### src/rtl/pic_pkg.sv
// Shared types and helpers for the 8259-style acknowledge sequencer.
//   pic_state_e     : acknowledge FSM states
//   SPURIOUS_LEVEL  : level reported when the request vanishes before ACK1
//   encode_onehot() : one-hot resolver winner -> 3-bit level
//   level_mask()    : 3-bit level -> one-hot bit mask
package pic_pkg;

  localparam int unsigned IR_W  = 8;
  localparam int unsigned LVL_W = 3;

  localparam logic [LVL_W-1:0] SPURIOUS_LEVEL = 3'd7;

  typedef enum logic [1:0] {
    IDLE  = 2'd0,
    ACK1  = 2'd1,
    WAIT2 = 2'd2,
    ACK2  = 2'd3
  } pic_state_e;

  // OR of set-bit indices; exact for a one-hot input.
  function automatic logic [LVL_W-1:0] encode_onehot(input logic [IR_W-1:0] onehot);
    logic [LVL_W-1:0] lvl;
    lvl = '0;
    for (int i = 0; i < IR_W; i++) begin
      if (onehot[i]) lvl = lvl | LVL_W'(i);
    end
    return lvl;
  endfunction

  function automatic logic [IR_W-1:0] level_mask(input logic [LVL_W-1:0] lvl);
    return IR_W'(1) << lvl;
  endfunction

endpackage

### src/rtl/pic_isr_highest.sv
// Rotated priority scan of the in-service register.
//   isr_i       : in-service register
//   base_i      : rotation base (highest-priority level)
//   level_c_o   : first set level scanning base_i, base_i+1, ... mod 8
//   found_c_o   : 1 when any ISR bit is set
module pic_isr_highest
  import pic_pkg::*;
(
  input  logic [IR_W-1:0]  isr_i,
  input  logic [LVL_W-1:0] base_i,
  output logic [LVL_W-1:0] level_c_o,
  output logic             found_c_o
);

  logic [LVL_W-1:0] idx;

  // First hit in rotated order wins; 3-bit add wraps naturally.
  always_comb begin
    level_c_o = '0;
    found_c_o = 1'b0;
    idx       = '0;
    for (int i = 0; i < IR_W; i++) begin
      idx = base_i + LVL_W'(i);
      if (!found_c_o && isr_i[idx]) begin
        level_c_o = idx;
        found_c_o = 1'b1;
      end
    end
  end

endmodule

### src/rtl/pic_ack_sequencer.sv
// 8259-style interrupt acknowledge sequencer (8086 two-INTA mode).
// Owns INT, the ISR, the rotation base and the resolver freeze; services
// EOI / set-priority commands and drives the vector byte on the second INTA.
// Optional build macro PIC_SPECIAL_FULLY_NESTED_EN adds sfnm_mode: INT is
// also raised for a winner already in service (cascade slave re-request).
// Ports:
//   clk, rst_n          : clock, async active-low reset
//   interrupt           : one-hot resolver winner (0 = none)
//   inta_n              : acknowledge strobe, active low, clk-synchronous
//   vector_base         : T7..T3 of the vector
//   eoi_*               : EOI command strobe and qualifiers
//   set_prio_valid      : make eoi_level lowest priority
//   aeoi_mode/rotate    : auto-EOI controls
//   int_out, freeze, clear_request, in_service_register, priority_rotate,
//   data_out, data_out_en : registered outputs
module pic_ack_sequencer
  import pic_pkg::*;
(
  input  logic              clk,
  input  logic              rst_n,
  input  logic [IR_W-1:0]   interrupt,
`ifdef PIC_SPECIAL_FULLY_NESTED_EN
  input  logic              sfnm_mode,
`endif
  input  logic              inta_n,
  input  logic [4:0]        vector_base,
  input  logic              eoi_valid,
  input  logic              eoi_specific,
  input  logic              eoi_rotate,
  input  logic [LVL_W-1:0]  eoi_level,
  input  logic              set_prio_valid,
  input  logic              aeoi_mode,
  input  logic              aeoi_rotate,
  output logic              int_out,
  output logic              freeze,
  output logic [IR_W-1:0]   clear_request,
  output logic [IR_W-1:0]   in_service_register,
  output logic [LVL_W-1:0]  priority_rotate,
  output logic [7:0]        data_out,
  output logic              data_out_en
);

  pic_state_e       state_q, state_d;
  logic             inta_q;
  logic [LVL_W-1:0] level_q, level_d;
  logic             spurious_q, spurious_d;
  logic             int_out_q, int_out_d;
  logic             freeze_q, freeze_d;
  logic [IR_W-1:0]  clr_q, clr_d;
  logic [IR_W-1:0]  isr_q, isr_d;
  logic [LVL_W-1:0] prio_q, prio_d;
  logic [7:0]       dout_q, dout_d;
  logic             den_q, den_d;

  logic             fall_c, rise_c;
  logic             irq_any_c;
  logic [LVL_W-1:0] hi_level_c;
  logic             hi_found_c;
  logic [LVL_W-1:0] eoi_tgt_c;
  logic             eoi_hit_c;
  logic [IR_W-1:0]  set_mask_c, clr_mask_c;
  logic [LVL_W-1:0] win_level_c;

  assign fall_c = inta_q & ~inta_n;
  assign rise_c = ~inta_q & inta_n;

`ifdef PIC_SPECIAL_FULLY_NESTED_EN
  // Winners already in service only count as a request in SFNM.
  assign irq_any_c = (|(interrupt & ~isr_q)) | (sfnm_mode & (|(interrupt & isr_q)));
`else
  assign irq_any_c = |interrupt;
`endif

  assign win_level_c = encode_onehot(interrupt);

  // Highest-priority in-service level for non-specific EOI.
  pic_isr_highest u_isr_highest (
    .isr_i     (isr_q),
    .base_i    (prio_q),
    .level_c_o (hi_level_c),
    .found_c_o (hi_found_c)
  );

  assign eoi_tgt_c = eoi_specific ? eoi_level : hi_level_c;
  assign eoi_hit_c = eoi_valid & (eoi_specific | hi_found_c);

  // Acknowledge FSM, ISR and rotation next-state.
  always_comb begin
    state_d    = state_q;
    level_d    = level_q;
    spurious_d = spurious_q;
    int_out_d  = 1'b0;
    freeze_d   = freeze_q;
    clr_d      = '0;
    isr_d      = isr_q;
    prio_d     = prio_q;
    dout_d     = dout_q;
    den_d      = 1'b0;
    set_mask_c = '0;
    clr_mask_c = '0;

    case (state_q)
      IDLE: begin
        int_out_d = irq_any_c;
        if (fall_c) begin
          state_d   = ACK1;
          freeze_d  = 1'b1;
          int_out_d = 1'b0;
          if (interrupt == '0) begin
            level_d    = SPURIOUS_LEVEL;
            spurious_d = 1'b1;
          end else begin
            level_d    = win_level_c;
            spurious_d = 1'b0;
            set_mask_c = level_mask(win_level_c);
            clr_d      = level_mask(win_level_c);
          end
        end
      end
      ACK1: begin
        if (rise_c) state_d = WAIT2;
      end
      WAIT2: begin
        if (fall_c) begin
          state_d = ACK2;
          dout_d  = {vector_base, level_q};
          den_d   = 1'b1;
        end
      end
      ACK2: begin
        dout_d = {vector_base, level_q};
        if (rise_c) begin
          state_d  = IDLE;
          freeze_d = 1'b0;
          if (aeoi_mode && !spurious_q) begin
            clr_mask_c = level_mask(level_q);
            if (aeoi_rotate) prio_d = level_q + 3'd1;
          end
        end else begin
          den_d = 1'b1;
        end
      end
      default: state_d = IDLE;
    endcase

    if (eoi_hit_c) begin
      clr_mask_c = clr_mask_c | level_mask(eoi_tgt_c);
      if (eoi_rotate) prio_d = eoi_tgt_c + 3'd1;
    end

    if (set_prio_valid) prio_d = eoi_level + 3'd1;

    // Clear before set: a same-cycle EOI and ACK1 on one bit leaves it set.
    isr_d = (isr_q & ~clr_mask_c) | set_mask_c;
  end

  // State and output registers.
  always_ff @(posedge clk or negedge rst_n) begin
    if (!rst_n) begin
      state_q    <= IDLE;
      inta_q     <= 1'b1;
      level_q    <= '0;
      spurious_q <= 1'b0;
      int_out_q  <= 1'b0;
      freeze_q   <= 1'b0;
      clr_q      <= '0;
      isr_q      <= '0;
      prio_q     <= '0;
      dout_q     <= '0;
      den_q      <= 1'b0;
    end else begin
      state_q    <= state_d;
      inta_q     <= inta_n;
      level_q    <= level_d;
      spurious_q <= spurious_d;
      int_out_q  <= int_out_d;
      freeze_q   <= freeze_d;
      clr_q      <= clr_d;
      isr_q      <= isr_d;
      prio_q     <= prio_d;
      dout_q     <= dout_d;
      den_q      <= den_d;
    end
  end

  assign int_out             = int_out_q;
  assign freeze              = freeze_q;
  assign clear_request       = clr_q;
  assign in_service_register = isr_q;
  assign priority_rotate     = prio_q;
  assign data_out            = dout_q;
  assign data_out_en         = den_q;

endmodule

### config.mk
export PLATFORM = sky130hd
export DESIGN_NAME = pic_ack_sequencer
export DESIGN_NICKNAME = d
export VERILOG_FILES = /design/src/rtl/pic_pkg.sv /design/src/rtl/pic_isr_highest.sv /design/src/rtl/pic_ack_sequencer.sv
export SDC_FILE = /design/constraint.sdc
export NUM_CORES = 1
export LEC_CHECK = 0
export BUFFER_PORTS_ARGS = -buffer_cell sky130_fd_sc_hd__buf_2
export CAP_MARGIN = 10
export CORE_MARGIN = 2
export CORE_UTILIZATION = 30
export CTS_BUF_LIST = sky130_fd_sc_hd__clkbuf_4 sky130_fd_sc_hd__clkbuf_8
export DETAILED_ROUTE_END_ITERATION = 12
export GPL_ROUTABILITY_DRIVEN = 0
export PLACE_DENSITY_LB_ADDON = 0.05
export SLEW_MARGIN = 20
export SYNTH_ARGS = -nofsm -noshare
export SYNTH_HDL_FRONTEND = slang
export SYNTH_HIERARCHICAL = 1
export SYNTH_SLANG_ARGS = --single-unit
### constraint.sdc
create_clock -name clk -period 4.5 [get_ports clk]
set_input_delay 0.225 -clock clk [delete_from_list [all_inputs] [get_ports clk]]
set_output_delay 0.225 -clock clk [all_outputs]
set_load 0.005 [all_outputs]
==> impl_metrics.toml <==
[status]
status = "finished, final reports clean"

[route]
routed_wl_mm = 8.81
viasPerCell = 5.29
routedWlPerCell_um = 17.5
drt_iter0_drc = 99
drc = 0
dr.pass1.iters = 6
ant_nets = 0
vias = 2657

[timing]
setup_slack_ns = 0.714
slew_viol_final = 0
setup_viol_count_final = 0
fin_crit_sh_pct = 84.1
period_minus_slack_ns = 3.79
final_hold_viol_count = 0
slew_headroom_pct = 43.3
tns_ns = 0
rsz0062_at_grt = "no"
skew_ns = 0.0131
fmax_mhz = 264
tightest_slew_ns = 0.850
hold-worst-slack_ns = 0.0283

[placement]
pre_cts_ws_ns = 0.727
port-buffer-count = 54
placed_area_um2 = 3520
dp_hpwl_mm = 6.57
placed_cells = 494

[hold_path]
min_path_type = "in -> async"

[synthesis]
synth_ff_type = "dfrtp_1"
synth.yosys.seq_area_share_pct = 29.6
synth_edf_count = 0
async_flop_share_pct = 100
syn_inst = 313
avgSynthCellArea_um2 = 10.0
synth_fp_nets = 357
netlist_area_um2 = 3140
yosysWarnings = 6
ys_types = 75
ys_ff_latch = 37

[global_route]
grt_overflow = 0
grt_pass1_wl_mm = 14.2
grt_pass1_vias = 2618
grt_usage_pct = 16.0
antenna_found_initial = 0
grt_max_degree = 38

[layout]
drive_gt1_share_pct = 29.0
diodes = 0
fillCellCount = 1043
nNetsFinal = 409
final_common_cell = "buf_2"
register_area_um2 = 927
multiInputGateArea_um2 = 2040
synthToLayoutAreaGrowth_pct = 15.9
layout.cells.non_filler = 502
post-route-util_pct = 35.5
final_cell_mix = "buf_2 (54), dfrtp_1 (36), o21ai_0 (23)"
fin_area_um2 = 3630

[power]
leakagePower_nw = 1.59
peakVddDrop_mv = 0.238
power_density_nw_per_um2 = 534
p_total_mw = 1.94

[setup_path]
worstPathArrival_ns = 3.94
end_kind = "flip-flop"
start_kind = "flip-flop"
required_ns = 4.65
critPathMaxStageDelay_ns = 0.61
crit_type = "reg -> reg"
path_max_fanout = 9
crit_slowest_cell = "mux4_2"
crit_chain = "inv_1 > ha_1 > mux4_2 > a21oi_1 > o311a_1 > o21ai_2 > o311ai_1 > o21ai_0 > o21ai_1 > mux2_2 > inv_1 > ha_1 > or2_2 > o22ai_1 > a31oi_1"
r2r-start = "priority_rotate[1]"
worstSetupStartpoint = "priority_rotate[1]"

[clock_tree]
clk_pin_slew_worst_paths_ns = 0.08
cts_root_buf = "clkbuf_8"
clkSinkCount = 37
post_cts_buffers = 0
clk_latency_ns = 0.29
cts_made_buffers = 5
htreeDepth = 2
hold_buffers = 0
cts_tree = "yes"
cts_max_path_buffers = 2
cts_resized = 0

[floorplan]
io_pins = 55
die_area_um2 = 11300
row_count = 37
die-width_um = 106
core_um2 = 10200
die_h_um = 106
start_util_pct = 30.7

[job]
maxCapViolCount = 0
[registers in the layout, indices dropped and copies added (netlist names)]
register	cells
level_q	3
freeze	1
in_service_register	8
clear_request	8
data_out_en	1
state_q	2
data_out	8
spurious_q	1
priority_rotate	3
int_out	1
inta_q	1
[cell type report]
type	instances	area share [%]
clock inverters	3	1.20
multi-input cells	241	56.2
well taps	136	4.68
repair buffers	58	8.26
clock buffers	5	1.89
inverters	22	2.27
flip-flops and latches	37	25.5
[cells in the mapped netlist, drive strengths merged, types with 3 or more instances]
cell     n  area share, %
dfrtp   36             29
o21ai   25            4.1
inv     22            2.6
nor2    22            2.6
ha      19            7.6
mux4    15             11
mux2    14            5.3
nand2   14            1.7
buf     11            2.5
mux2i   10            4.0
a21oi    9            1.4
nor3     9            1.6
o211ai   7            1.7
o22ai    7            1.4
a31oi    6            1.2
nand2b   6            1.2
nor2b    5            1.0
nor4     5            1.7
and3     4           0.84
nand3    4           0.64
nand4    4           0.80
a21boi   3           0.72
or2      3           0.60
or4      3           0.76
xor2     3           0.84
[routing by layer]
metal | wire [um] | part of all wire (%) | vias to the layer above | track usage [%]
li1 | - | - | 1311 | -
met1 | 4030 | 46 | 1280 | 20.7
met2 | 4390 | 50 | 57 | 27.7
met3 | 284 | 3.2 | 9 | 2.45
met4 | 106 | 1.2 | 0 | 3.95
met5 | 0 | 0 | - | 0
[path summary, 6_finish.rpt]
| path | endpoint | slack (ns) | cells past startpoint |
|---|---|---|---|
| min in group clk | inta_q | 0.11 | 1 |
| worst max register to register | priority_rotate[1] | 0.71 | 15 |
| worst max-delay path | priority_rotate[1] | 0.71 | 15 |
| worst min-delay path | clear_request[1] | 0.03 | 1 |
| max in group asynchronous | priority_rotate[1] | 3.92 | 1 |
| worst min register to register | data_out[0] | 0.51 | 1 |
[cell families (layout without fill, tap and decap cells)]
family                     Yosys count  after routing  synth area share (%)
buffers and inverters               35             88                  5.35
AOI/OAI and AO/OA                   88             88                  19.2
muxes                               39             39                  20.6
DFF                                 37             37                  29.6
adders and majority gates           19             19                  7.58
and+or+nand+nor                     91             91                  16.6
xor gates and xnor gates             4              4                  1.12
[worst max-delay path, delay by kind of cell, from the launching register on]
family | cells | cell delay (ns)
AO/OA/AOI/OAI | 8 | 1.26
adder cells (fa/ha/maj) | 2 | 0.77
buffers and inverters | 2 | 0.17
flip-flops | 1 | 0.34
multiplexers | 2 | 0.82
AND/OR/NAND/NOR | 1 | 0.29
[power by group]
| part | internal [mW] | total [mW] | switching, mW |
|---|---|---|---|
| Clock | 0.166 | 0.296 | 0.130 |
| Combinational | 0.522 | 1.11 | 0.592 |
| Sequential | 0.418 | 0.532 | 0.114 |
Power figures use the tool's default switching activity.
